`src/rtl/elevator_call_dispatcher_if.sv`:
```
// Bundle of button, FSM-handshake and lamp signals between the elevator
// front panel / FSM and the call dispatcher.
interface elevator_call_dispatcher_if;
   logic [3:0] cab_btn;
   logic [2:0] hall_up_btn;
   logic [2:0] hall_dn_btn;
   logic [1:0] Actual_Stage;
   logic       UD_Answer;
   logic       Delay;
   logic       FR_Delay;
   logic [2:0] Solicitud_stage;
   logic [2:0] next_stage;
   logic       OC_Request;
   logic       UD_Request;
   logic [3:0] cab_lamp;
   logic [2:0] up_lamp;
   logic [2:0] dn_lamp;

   modport master (
      output cab_btn, hall_up_btn, hall_dn_btn, Actual_Stage, UD_Answer,
             Delay, FR_Delay, Solicitud_stage,
      input  next_stage, OC_Request, UD_Request, cab_lamp, up_lamp, dn_lamp
   );

   modport slave (
      input  cab_btn, hall_up_btn, hall_dn_btn, Actual_Stage, UD_Answer,
             Delay, FR_Delay, Solicitud_stage,
      output next_stage, OC_Request, UD_Request, cab_lamp, up_lamp, dn_lamp
   );
endinterface

```
`src/rtl/elevator_call_dispatcher.sv`:
```
// Call dispatcher for a 4-floor elevator: latches hall/cabin calls, services
// the floor on arrival (door timing), and selects the next target with a
// direction-preserving SCAN policy, optionally overridden by a locked target.
module elevator_call_dispatcher #(
   parameter int unsigned DOOR_CYCLES = 10
) (
   input logic                        clk,
   input logic                        reset,
   elevator_call_dispatcher_if.slave  bus
);

   typedef enum logic [1:0] {S_IDLE, S_ARRIVE, S_DOOR} state_t;

   state_t      state_q, state_d;
   logic [3:0]  cab_q, cab_d;
   logic [2:0]  up_q, up_d;          // bit i = floor i
   logic [2:0]  dn_q, dn_d;          // bit i = floor i+1
   logic [1:0]  cur_floor_q, cur_floor_d;
   logic        dir_q, dir_d;
   logic        lock_valid_q, lock_valid_d;
   logic [1:0]  lock_floor_q, lock_floor_d;
   logic [7:0]  door_cnt_q, door_cnt_d;
   logic        delay_q, delay_d;
   logic        fr_q, fr_d;
   logic [2:0]  next_stage_q, next_stage_d;
   logic        oc_q, oc_d;
   logic        ud_q, ud_d;

   // Floor-indexed views of the hall registers and the combined pending set
   logic [3:0]  up4, dn4, pend, cur_oh;
   logic        has_up, has_dn;
   logic [1:0]  up_f, dn_f;
   logic        delay_rise, fr_rise;

   assign up4        = {1'b0, up_q};
   assign dn4        = {dn_q, 1'b0};
   assign pend       = cab_q | up4 | dn4;
   assign cur_oh     = 4'b0001 << cur_floor_q;
   assign delay_rise = bus.Delay & ~delay_q;
   assign fr_rise    = bus.FR_Delay & ~fr_q;

   assign bus.cab_lamp   = cab_q;
   assign bus.up_lamp    = up_q;
   assign bus.dn_lamp    = dn_q;
   assign bus.next_stage = next_stage_q;
   assign bus.OC_Request = oc_q;
   assign bus.UD_Request = ud_q;

   // Find nearest pending floor above and below the current floor
   always_comb begin
      has_up = 1'b0;
      has_dn = 1'b0;
      up_f   = 2'd0;
      dn_f   = 2'd0;
      for (int i = 3; i >= 0; i--) begin
         if (i > int'(cur_floor_q) && pend[i]) begin
            has_up = 1'b1;
            up_f   = 2'(i);
         end
      end
      for (int i = 0; i < 4; i++) begin
         if (i < int'(cur_floor_q) && pend[i]) begin
            has_dn = 1'b1;
            dn_f   = 2'(i);
         end
      end
   end

   // Target selection and direction request for the FSM
   always_comb begin
      next_stage_d = 3'd0;
      ud_d         = ud_q;
      if (lock_valid_q)
         next_stage_d = {1'b0, lock_floor_q} + 3'd1;
      else if (dir_q && has_up)
         next_stage_d = {1'b0, up_f} + 3'd1;
      else if (!dir_q && has_dn)
         next_stage_d = {1'b0, dn_f} + 3'd1;
      else if (has_dn)
         next_stage_d = {1'b0, dn_f} + 3'd1;
      else if (has_up)
         next_stage_d = {1'b0, up_f} + 3'd1;
      else if (pend[cur_floor_q] && state_q != S_DOOR)
         next_stage_d = {1'b0, cur_floor_q} + 3'd1;

      if (next_stage_d != 3'd0) begin
         if (next_stage_d > ({1'b0, cur_floor_q} + 3'd1))
            ud_d = 1'b1;
         else if (next_stage_d < ({1'b0, cur_floor_q} + 3'd1))
            ud_d = 1'b0;
      end
   end

   // Arrival/door sequencing, call latching/clearing and target lock
   always_comb begin
      logic clr_cab, clr_up, clr_dn, lock_clr;
      logic svc_dir, svc_rev, ahead;

      state_d      = state_q;
      cur_floor_d  = cur_floor_q;
      dir_d        = dir_q;
      door_cnt_d   = door_cnt_q;
      oc_d         = oc_q;
      delay_d      = bus.Delay;
      fr_d         = bus.FR_Delay;
      clr_cab      = 1'b0;
      clr_up       = 1'b0;
      clr_dn       = 1'b0;
      lock_clr     = 1'b0;
      ahead        = dir_q ? has_up : has_dn;
      svc_dir      = dir_q ? up4[cur_floor_q] : dn4[cur_floor_q];
      svc_rev      = 1'b0;

      case (state_q)
         S_IDLE: begin
            if (delay_rise) begin
               cur_floor_d = bus.Actual_Stage;
               dir_d       = bus.UD_Answer;
               state_d     = S_ARRIVE;
            end
         end
         S_ARRIVE: begin
            // Reverse only at the end of a sweep, when the matching-direction
            // hall call is absent and nothing is left ahead.
            svc_rev = !svc_dir && !ahead &&
                      (dir_q ? dn4[cur_floor_q] : up4[cur_floor_q]);
            if (cab_q[cur_floor_q] || svc_dir || svc_rev) begin
               clr_cab    = 1'b1;
               clr_up     = dir_q ^ svc_rev;
               clr_dn     = ~(dir_q ^ svc_rev);
               dir_d      = dir_q ^ svc_rev;
               lock_clr   = 1'b1;
               door_cnt_d = 8'(DOOR_CYCLES - 1);
               oc_d       = 1'b1;
               state_d    = S_DOOR;
            end else begin
               state_d = S_IDLE;
            end
         end
         S_DOOR: begin
            // Presses for this floor in the travel direction are absorbed
            clr_cab = 1'b1;
            clr_up  = dir_q;
            clr_dn  = ~dir_q;
            if (door_cnt_q == 8'd0) begin
               oc_d    = 1'b0;
               state_d = S_IDLE;
            end else begin
               door_cnt_d = door_cnt_q - 8'd1;
            end
         end
         default: state_d = S_IDLE;
      endcase

      cab_d = (cab_q | bus.cab_btn)     & ~(clr_cab ? cur_oh      : 4'b0000);
      up_d  = (up_q  | bus.hall_up_btn) & ~(clr_up  ? cur_oh[2:0] : 3'b000);
      dn_d  = (dn_q  | bus.hall_dn_btn) & ~(clr_dn  ? cur_oh[3:1] : 3'b000);

      lock_valid_d = lock_valid_q;
      lock_floor_d = lock_floor_q;
      if (fr_rise && bus.Solicitud_stage != 3'd0 && bus.Solicitud_stage <= 3'd4) begin
         lock_valid_d = 1'b1;
         lock_floor_d = 2'(bus.Solicitud_stage - 3'd1);
      end
      // Servicing the locked floor releases the lock, even if set this cycle
      if (lock_clr && lock_floor_d == cur_floor_q)
         lock_valid_d = 1'b0;
   end

   // State and output registers with synchronous reset
   always_ff @(posedge clk) begin
      if (reset) begin
         state_q      <= S_IDLE;
         cab_q        <= '0;
         up_q         <= '0;
         dn_q         <= '0;
         cur_floor_q  <= 2'd0;
         dir_q        <= 1'b1;
         lock_valid_q <= 1'b0;
         lock_floor_q <= 2'd0;
         door_cnt_q   <= 8'd0;
         delay_q      <= 1'b0;
         fr_q         <= 1'b0;
         next_stage_q <= 3'd0;
         oc_q         <= 1'b0;
         ud_q         <= 1'b1;
      end else begin
         state_q      <= state_d;
         cab_q        <= cab_d;
         up_q         <= up_d;
         dn_q         <= dn_d;
         cur_floor_q  <= cur_floor_d;
         dir_q        <= dir_d;
         lock_valid_q <= lock_valid_d;
         lock_floor_q <= lock_floor_d;
         door_cnt_q   <= door_cnt_d;
         delay_q      <= delay_d;
         fr_q         <= fr_d;
         next_stage_q <= next_stage_d;
         oc_q         <= oc_d;
         ud_q         <= ud_d;
      end
   end

endmodule

```
`src/flat_wrapper.sv`:
```
// flat-port wrapper written by rule: the top's interface ports become plain ports
module elevator_call_dispatcher_flat 
#(
   parameter int unsigned DOOR_CYCLES = 10
)
  (clk, reset, bus_cab_btn, bus_hall_up_btn, bus_hall_dn_btn, bus_Actual_Stage, bus_UD_Answer, bus_Delay, bus_FR_Delay, bus_Solicitud_stage, bus_next_stage, bus_OC_Request, bus_UD_Request, bus_cab_lamp, bus_up_lamp, bus_dn_lamp);
  elevator_call_dispatcher_if bus_i ();
  input logic clk;
  input logic reset;
  input wire logic [$bits(bus_i.cab_btn)-1:0] bus_cab_btn;
  input wire logic [$bits(bus_i.hall_up_btn)-1:0] bus_hall_up_btn;
  input wire logic [$bits(bus_i.hall_dn_btn)-1:0] bus_hall_dn_btn;
  input wire logic [$bits(bus_i.Actual_Stage)-1:0] bus_Actual_Stage;
  input wire logic [$bits(bus_i.UD_Answer)-1:0] bus_UD_Answer;
  input wire logic [$bits(bus_i.Delay)-1:0] bus_Delay;
  input wire logic [$bits(bus_i.FR_Delay)-1:0] bus_FR_Delay;
  input wire logic [$bits(bus_i.Solicitud_stage)-1:0] bus_Solicitud_stage;
  output wire logic [$bits(bus_i.next_stage)-1:0] bus_next_stage;
  output wire logic [$bits(bus_i.OC_Request)-1:0] bus_OC_Request;
  output wire logic [$bits(bus_i.UD_Request)-1:0] bus_UD_Request;
  output wire logic [$bits(bus_i.cab_lamp)-1:0] bus_cab_lamp;
  output wire logic [$bits(bus_i.up_lamp)-1:0] bus_up_lamp;
  output wire logic [$bits(bus_i.dn_lamp)-1:0] bus_dn_lamp;
  assign bus_i.cab_btn = bus_cab_btn;
  assign bus_i.hall_up_btn = bus_hall_up_btn;
  assign bus_i.hall_dn_btn = bus_hall_dn_btn;
  assign bus_i.Actual_Stage = bus_Actual_Stage;
  assign bus_i.UD_Answer = bus_UD_Answer;
  assign bus_i.Delay = bus_Delay;
  assign bus_i.FR_Delay = bus_FR_Delay;
  assign bus_i.Solicitud_stage = bus_Solicitud_stage;
  assign bus_next_stage = bus_i.next_stage;
  assign bus_OC_Request = bus_i.OC_Request;
  assign bus_UD_Request = bus_i.UD_Request;
  assign bus_cab_lamp = bus_i.cab_lamp;
  assign bus_up_lamp = bus_i.up_lamp;
  assign bus_dn_lamp = bus_i.dn_lamp;
  elevator_call_dispatcher #(.DOOR_CYCLES(DOOR_CYCLES)) u_core (.clk(clk), .reset(reset), .bus(bus_i));
endmodule
```
`config.mk`:
```
export PLATFORM = sky130hd
export DESIGN_NAME = elevator_call_dispatcher_flat
export DESIGN_NICKNAME = d
export VERILOG_FILES = /design/src/rtl/elevator_call_dispatcher_if.sv /design/src/rtl/elevator_call_dispatcher.sv /design/src/flat_wrapper.sv
export SDC_FILE = /design/constraint.sdc
export NUM_CORES = 1
export LEC_CHECK = 0
export CORE_MARGIN = 5
export CORE_UTILIZATION = 54
export CTS_CLUSTER_DIAMETER = 100
export CTS_CLUSTER_SIZE = 24
export DETAILED_ROUTE_END_ITERATION = 16
export PLACE_DENSITY = 0.83
export SETUP_SLACK_MARGIN = 0.02
export SKIP_CTS_REPAIR_TIMING = 1
export SLEW_MARGIN = 5
export SYNTH_ARGS = -nofsm -noshare
export SYNTH_HDL_FRONTEND = slang
export SYNTH_SLANG_ARGS = --single-unit
```
`constraint.sdc`:
```
create_clock -name clk -period 4.13 [get_ports clk]
set_input_delay 1.239 -clock clk [delete_from_list [all_inputs] [get_ports clk]]
set_output_delay 1.239 -clock clk [all_outputs]
set_load 0.02 [all_outputs]
```
* Word level (Yosys, flattened, before mapping)
Cells that the tools add are included. W data, S select, Z words.
Cells by class: add/subtract/negate cells 6, $lt $le $gt $ge 10, equal/unequal tests 8, shift-type cells 1, muxes and demuxes 54, bitwise operators 18, reduce and logical (&&, ||, !) cells 33
Operators with widths (count):
- $mux W1 | 24
- $mux W3 | 8
- $mux W2 | 8
- $mux W8 | 2
- $pmux W8 S2 | 1
- $logic_and A1 B1 Y1 | 14
- $add A2 B1 Y3 const B | 4
- $pmux W1 S2 | 5
- $reduce_and A3 Y1 | 3
- $bmux W1 S2 | 4
- $logic_not A8 Y1 | 1
- $or A4 B4 Y4 | 2
- $sub A8 B1 Y8 const B | 1
- $and A3 B3 Y3 | 2
- $ne A2 B1 Y1 const B | 3
- $not A3 Y3 | 2
- $or A3 B3 Y3 | 2
- $pmux W2 S3 | 1
- $reduce_and A2 Y1 | 3
- $reduce_bool A2 Y1 | 3
- $reduce_bool A3 Y1 | 2
- $and A4 B4 Y4 | 1
- $gt A2 B2 Y1 const A | 2
- $lt A1 B2 Y1 const A | 2
- other kinds (22) | 30
Storage, ports and cells: bits in registers 33, input bits 20, output and inout bits 15

* Longest topological paths before layout
Gate-level depths: netlist of run 1.
depth in word-level cells 17, depth in mapped cells 16

* Worst setup path before layout of run 1
OpenSTA, ideal clock, no wires.
path type register -> register, from reg u_core.cur_floor_q[0], to reg u_core.ud_q (netlist: u_core.bus.UD_Request), arrival time 2871 ps, data required time 4008 ps, slack 1137 ps, cell stages (with the launch flop) 16, period minus slack after synthesis 2993 ps, cell sequence dfxtp_1 > buf_6 > inv_1 > ha_1 > nor3_2 > o21ai_1 > ha_1 > a21oi_1 > a211oi_1 > nor3_2 > inv_1 > ha_1 > nor2b_1 > o21ai_0 > nand2_1 > o32a_1
Between the ends: word-level cells in the longest chain between the ends 14, elaborated cells on any way between the ends 43
Ends and longest elaborated chain:
- start: declaration | line elevator_call_dispatcher.sv:18 | logic [1:0] cur_floor_q, cur_floor_d;
- start signal: assignment | line elevator_call_dispatcher.sv:192 | cur_floor_q <= cur_floor_d;
- $gt A2 B2 Y1 | line elevator_call_dispatcher.sv:56 | if (i > int'(cur_floor_q) && pend[i]) begin
- $logic_and A1 B1 Y1 | line elevator_call_dispatcher.sv:56
- $mux W2 (3 in series) | line elevator_call_dispatcher.sv:56
- $add A2 B1 Y3 | line elevator_call_dispatcher.sv:76, elevator_call_dispatcher.sv:82
- $mux W3 | line elevator_call_dispatcher.sv:81 | else if (has_up)
- $mux W3 | line elevator_call_dispatcher.sv:79 | else if (has_dn)
- $mux W3 | line elevator_call_dispatcher.sv:77 | else if (!dir_q && has_dn)
- $mux W3 (*) | line elevator_call_dispatcher.sv:75 | else if (dir_q && has_up)
- $mux W3 (*) | line elevator_call_dispatcher.sv:73 | if (lock_valid_q)
- net u_core.next_stage_d[1] | line elevator_call_dispatcher.sv:25 | logic [2:0] next_stage_q, next_stage_d;
- $lt A3 B3 Y1 / $gt A3 B3 Y1 (equally long branches) | line elevator_call_dispatcher.sv:89, elevator_call_dispatcher.sv:87
- $reduce_bool A2 Y1 (no line)
- $reduce_and A2 Y1 (no line)
- end signal: assignment | line elevator_call_dispatcher.sv:201 | ud_q <= ud_d;
- end: declaration | line elevator_call_dispatcher.sv:27 | logic ud_q, ud_d;
Mark *: on every way through the listed nets, which the timed path passes. The rest lies on a longest branch. The select of a mux whose other input is x is not followed. A chain may end at the register's enable or synchronous reset.

* Worst setup path after layout of run 1
Ends and elaborated chain as after synthesis.

==> impl_metrics.ini, run 1 <==
[pwr]
fin_total_pwr_mw = 1.02
peakVddDrop_mv = 0.291
p_seq_frac = 0.392
sw_frac_of_total = 0.354
p_comb_frac = 0.372
p_per_area_nw_per_um2 = 394
cellLeakagePower_nw = 0.988
internal_power_mw = 0.661
pwr-share-clk = 0.236
p_switching_mw = 0.361

[drt]
drtAntennaViolNets = 0
drc = 0
num_vias = 1915
viasPerCell = 5.79
wl_um = 5140
drtIter0Drc = 131
wl_per_cell_um = 15.5
drt-pass1-iter-count = 4

[logic_synthesis]
synth.distinct_cells = 52
synth_most_common_cell = nor2_1
syn_inst = 249
synth-edff-count = 0
synth.largest_area_cell = dfxtp_1
ys_seq_elements = 33
syn-cell-area_um2 = 2160
syn_nets = 285
ys_seq_area_frac = 0.305
synth-async-reset-ratio = 0
yosys.area.top_type_share = 0.305
yosysWarnings = 0
synthFlopType = dfxtp_1
synth_common_cells = nor2_1 (34), dfxtp_1 (33), nand2_1 (18), inv_1 (17), ha_1 (16)
synth_top_cells_by_area = dfxtp_1 (31%), ha_1 (9.3%), nor2_1 (5.9%), a311oi_1 (4.0%), xnor2_1 (3.6%)
synth.avg_cell_area_um2 = 8.69

[grt]
first_global_vias = 1838
grt_util_all_layers = 0.204
use_met2 = 0.324
grt_pass1_wl_um = 8540
grt_max_degree = 17
gr-usage-met3 = 0.0561
grt_overflow = 0
antenna_found_initial = 0
use_met1 = 0.265
busiest_layer = met2

[floorplan]
num_io_pins = 35
core_area_um2 = 3940
die_area_um2 = 5370
row_count = 23
die_h_um = 73.3
start_util = 0.549
chipWidth_um = 73.3

[clocking]
clk_latency_ps = 280
clock_tree.buffer_depth = 2
cts_buffers = 5
clk_pin_slew_ps = 60
cts_tree = built
clock-sinks = 33
htreeDepth = 2
clock-root-buffer = clkbuf_8

[finish]
fillers = 330
nNetsFinal = 317
drive_above_1_share = 0.135
antenna_cells = 0
area_delta_synth_final_pct = 20.1
fin_area_um2 = 2600

[timing]
fin_tns_setup_ps = 0
relSlewSlack = 0.553
maxSlewViolCount = 0
finClkSkew_ps = 3.10
min_period_ps = 3510
hold_violations = 0
clock.fmax_mhz = 285
timing.final.crit_share = 0.850
setup_viol = 0
rsz0062_at_grt = no
worst_pin_slew_ps = 670

[critical_path]
rrSetupSlack_ps = 620
endpoint_kind = flip-flop
cp.arrival_ps = 3680
worstPathMaxFanout = 9
required_ps = 4300
cp-start-kind = flip-flop
worst-setup-path-type = flip-flop to flip-flop

[placed_design]
gp_congestion = 0.872
io_buffers = 34
hpwlAfterDp_um = 3900
place_area_um2 = 2510

[run_status]
outcome = finished clean

[job]
cap_violations = 0

[hold_path]
min_path_type = flip-flop to flip-flop
through the flow:
step / std cells / utilization / worst slack (ps) / hold slack (ps)
final: 331 / 0.659 / 621 / 488
after global routing: 331 / 0.659 / 384 / 515
after CTS: 331 / 0.659 / 625 / 487
after detailed placement: 324 / 0.637 / 663 / 480
after global placement: 324 / 0.637 / 796 / 478
after floorplan: 249 / - / 1140 / 462
routing by layer:
layer,part of all wire,wire length (um)
met3,0.066,337
met5,0,0
met2,0.46,2380
met4,0.018,95
met1,0.45,2330
registers in the layout, indices dropped and copies added (netlist names):
register               count
u_core.bus.cab_lamp        4
u_core.door_cnt_q          8
u_core.fr_q                1
u_core.dir_q               1
u_core.cur_floor_q         2
u_core.bus.next_stage      3
u_core.lock_valid_q        1
u_core.bus.dn_lamp         3
u_core.delay_q             1
u_core.bus.UD_Request      1
u_core.bus.up_lamp         3
u_core.state_q             2
u_core.bus.OC_Request      1
u_core.lock_floor_q        2
worst paths after layout:
| kind | cells after the start | startpoint | endpoint |
|---|---|---|---|
| worst min register to register | 2 | u_core.door_cnt_q[1]$_SDFFE_PP0P_ | u_core.door_cnt_q[1]$_SDFFE_PP0P_ |
| worst min-delay path | 2 | u_core.door_cnt_q[1]$_SDFFE_PP0P_ | u_core.door_cnt_q[1]$_SDFFE_PP0P_ |
| worst max register to register | 14 | u_core.cur_floor_q[0]$_SDFFE_PP0P_ | u_core.bus.UD_Request$_SDFFE_PP1P_ |
| worst max-delay path | 14 | u_core.cur_floor_q[0]$_SDFFE_PP0P_ | u_core.bus.UD_Request$_SDFFE_PP1P_ |
cells by family (layout without fill, tap and decap cells):
logic type	after synthesis	after routing	synth area share
muxes	5	5	0.0324
buffers and inverters	27	59	0.0584
and+or+nand+nor	100	100	0.253
xor gates and xnor gates	9	9	0.0364
DFF	33	33	0.305
adders and majority gates	16	16	0.0925
AOI/OAI and AO/OA	59	59	0.222
layout by cell type, fill, tap and decap left out, types with 2 or more instances in the layout:
| master | count |
|---|---|
| ha_1 | 16 |
| clkdlybuf4s50_1 | 34 |
| o31ai_2 | 2 |
| nand3_1 | 5 |
| a21oi_1 | 11 |
| mux2_2 | 3 |
| o21ai_2 | 3 |
| clkbuf_8 | 6 |
| o21ai_0 | 8 |
| a21oi_2 | 2 |
| and3_1 | 2 |
| a211oi_1 | 2 |
| nor3_1 | 5 |
| nand2b_1 | 4 |
| a31oi_1 | 5 |
| xnor2_1 | 9 |
| nor2_1 | 34 |
| dfxtp_1 | 33 |
| nor3_2 | 7 |
| inv_1 | 17 |
| o21bai_1 | 2 |
| nor2b_1 | 9 |
| a311oi_1 | 10 |
| nor4_1 | 4 |
| nand3b_1 | 3 |
| nand2_1 | 18 |
| o21ai_1 | 2 |
power by group through the flow:
stage,registers [mW],logic [mW],clock network [mW]
after global placement,0.403,0.366,0
after global routing,0.408,0.416,0.265
after CTS,0.401,0.378,0.247
after floorplan,0.410,0.261,0
final,0.401,0.380,0.241
after detailed placement,0.407,0.375,0
critical path, stage by stage (launching register included):
cell	delay (ps)
dfxtp_1	530
inv_1	250
ha_1	340
nor3_2	460
o21ai_1	160
ha_1	320
a21oi_1	130
a211oi_1	70
nor3_2	270
inv_1	70
ha_1	280
nor2b_1	130
o21ai_0	150
nand2_1	70
o32a_1	170
layout make-up:
| cell class | count | area [um^2] | share of cell area |
|---|---|---|---|
| clock buffer | 7 | 86.3 | 0.0332 |
| timing repair buffer | 35 | 348 | 0.134 |
| multi-input combinational | 189 | 1380 | 0.530 |
| tap | 50 | 62.6 | 0.0241 |
| inverter | 17 | 63.8 | 0.0246 |
| sequential | 33 | 661 | 0.254 |
Note: power is estimated with default switching activity, not from simulation.
==> inputs of run 2 (changes only) <==
clock period = 3.26 ns   (was 4.13 ns; I/O delays follow)
==> impl_metrics.ini, run 2 (same netlist as run 1, synthesis figures left out) <==
[clocking]
clock-root-buffer = clkbuf_8
clock-sinks = 33
clk_latency_ps = 280
cts_tree = built
htreeDepth = 2
clk_pin_slew_ps = 70
clock_tree.buffer_depth = 2
cts_buffers = 5

[grt]
grt_max_degree = 15
grt_util_all_layers = 0.194
antenna_found_initial = 0
first_global_vias = 1847
grt_overflow = 0
grt_pass1_wl_um = 8330

[finish]
multi_input_area_um2 = 1380
layout_common_cells = nor2_1 (34), clkdlybuf4s50_1 (34), dfxtp_1 (33)
fin_util = 0.678
nNetsFinal = 323
drive_above_1_share = 0.156
area_delta_synth_final_pct = 23.5
largest_register = u_core.door_cnt_q
instances_no_fill = 338
largest_reg_flops = 8
regArea_um2 = 661
fillers = 330
antenna_cells = 0

[timing]
timing.final.crit_share = 0.898
setup_viol = 0
finClkSkew_ps = 5.42
rsz0062_at_grt = no
hold_violations = 0
worst_pin_slew_ps = 640
clock.fmax_mhz = 342
final.setup.worst_slack_ps = 332
fin_tns_setup_ps = 0
maxSlewViolCount = 0
min_period_ps = 2930
relSlewSlack = 0.574

[pwr]
p_per_area_nw_per_um2 = 517
peakVddDrop_mv = 0.399
cellLeakagePower_nw = 1.03

[drt]
wl_per_cell_um = 14.4
viasPerCell = 5.69
wl_um = 4860
drtAntennaViolNets = 0
drt-pass1-iter-count = 4
drtIter0Drc = 139
num_vias = 1924
drc = 0

[floorplan]
row_count = 23
die_h_um = 73.3
core_area_um2 = 3940
num_io_pins = 35
die_area_um2 = 5370
chipWidth_um = 73.3
start_util = 0.549

[hold_path]
min_path_type = flip-flop to flip-flop

[critical_path]
cp.arrival_ps = 3100
cp-start-kind = flip-flop
worst-setup-path-type = flip-flop to flip-flop
worstPathMaxFanout = 5
max_stage_delay_ps = 350
slowest_stage = nor3_2
required_ps = 3430
endpoint_kind = flip-flop
crit_path_frequent_cell = ha_1
crit_path_cell_trace = inv_1, ha_1, nor3_2, o21ai_1, ha_1, a21oi_1, a211oi_1, nor3_2, inv_1, ha_1, nor2b_1, o21ai_0, nand2_1, o32a_1

[placed_design]
dp.cells = 330
hpwlAfterDp_um = 3690
io_buffers = 34
pre_cts_ws_ps = 358
gp_congestion = 1.00

[run_status]
outcome = finished clean

[job]
cap_violations = 0
run 2: cell count changes in the layout (fill, tap and decap cells not counted):
cell / before / now
buf_4: 1 / 7
bufinv_16: 0 / 1
run 2: cell type report:
class,count,share of cell area
clock inverters,1,0.0112
repair buffers,41,0.147
clock buffers,7,0.0323
well taps,50,0.0234
inverters,17,0.0239
flip-flops and latches,33,0.247
multi-input cells,189,0.515
run 2: per-stage QoR:
step | hold slack (ps) | area, um^2 | power [mW]
after floorplan | 462 | 2160 | 0.850
after global placement | 486 | 2560 | 0.978
after detailed placement | 492 | 2560 | 0.988
after CTS | 503 | 2670 | 1.39
after global routing | 526 | 2670 | 1.47
final | 500 | 2670 | 1.38
run 2: routing by layer:
layer	up-vias	global-route usage	part of all wire
met5	-	0	0
met4	0	0.0704	0.012
met3	7	0.0438	0.075
met2	64	0.299	0.44
met1	884	0.266	0.47
li1	969	-	-
run 2: path summary, 6_finish.rpt:
| check | endpoint | slack, ps | start | depth (start not counted) |
|---|---|---|---|---|
| worst max-delay path | u_core.bus.UD_Request$_SDFFE_PP1P_ | 330 | u_core.cur_floor_q[0]$_SDFFE_PP0P_ | 14 |
| worst min-delay path | u_core.bus.UD_Request$_SDFFE_PP1P_ | 500 | u_core.bus.UD_Request$_SDFFE_PP1P_ | 1 |
| worst max register to register | u_core.bus.UD_Request$_SDFFE_PP1P_ | 330 | u_core.cur_floor_q[0]$_SDFFE_PP0P_ | 14 |
| worst min register to register | u_core.bus.UD_Request$_SDFFE_PP1P_ | 500 | u_core.bus.UD_Request$_SDFFE_PP1P_ | 1 |
run 2: worst max-delay path, delay by kind of cell, from the launching register on:
family / cells / cell delay, ps
fa+ha+maj: 3 / 870
flops: 1 / 320
buf+inv: 2 / 140
simple gates: 4 / 830
compound gates: 5 / 640
run 2: where the power goes:
group	switching, mW	internal [mW]	leakage [nW]	total, mW
sequential	0.0488	0.451	0.273	0.500
clock	0.149	0.249	0.0585	0.398
combinational	0.258	0.224	0.700	0.483
==> inputs of run 3 (changes only) <==
GPL_TIMING_DRIVEN = 1   (was unset)
==> results of run 3 <==
Same layout as run 2: the final DEF is identical, and so are final timing and power.
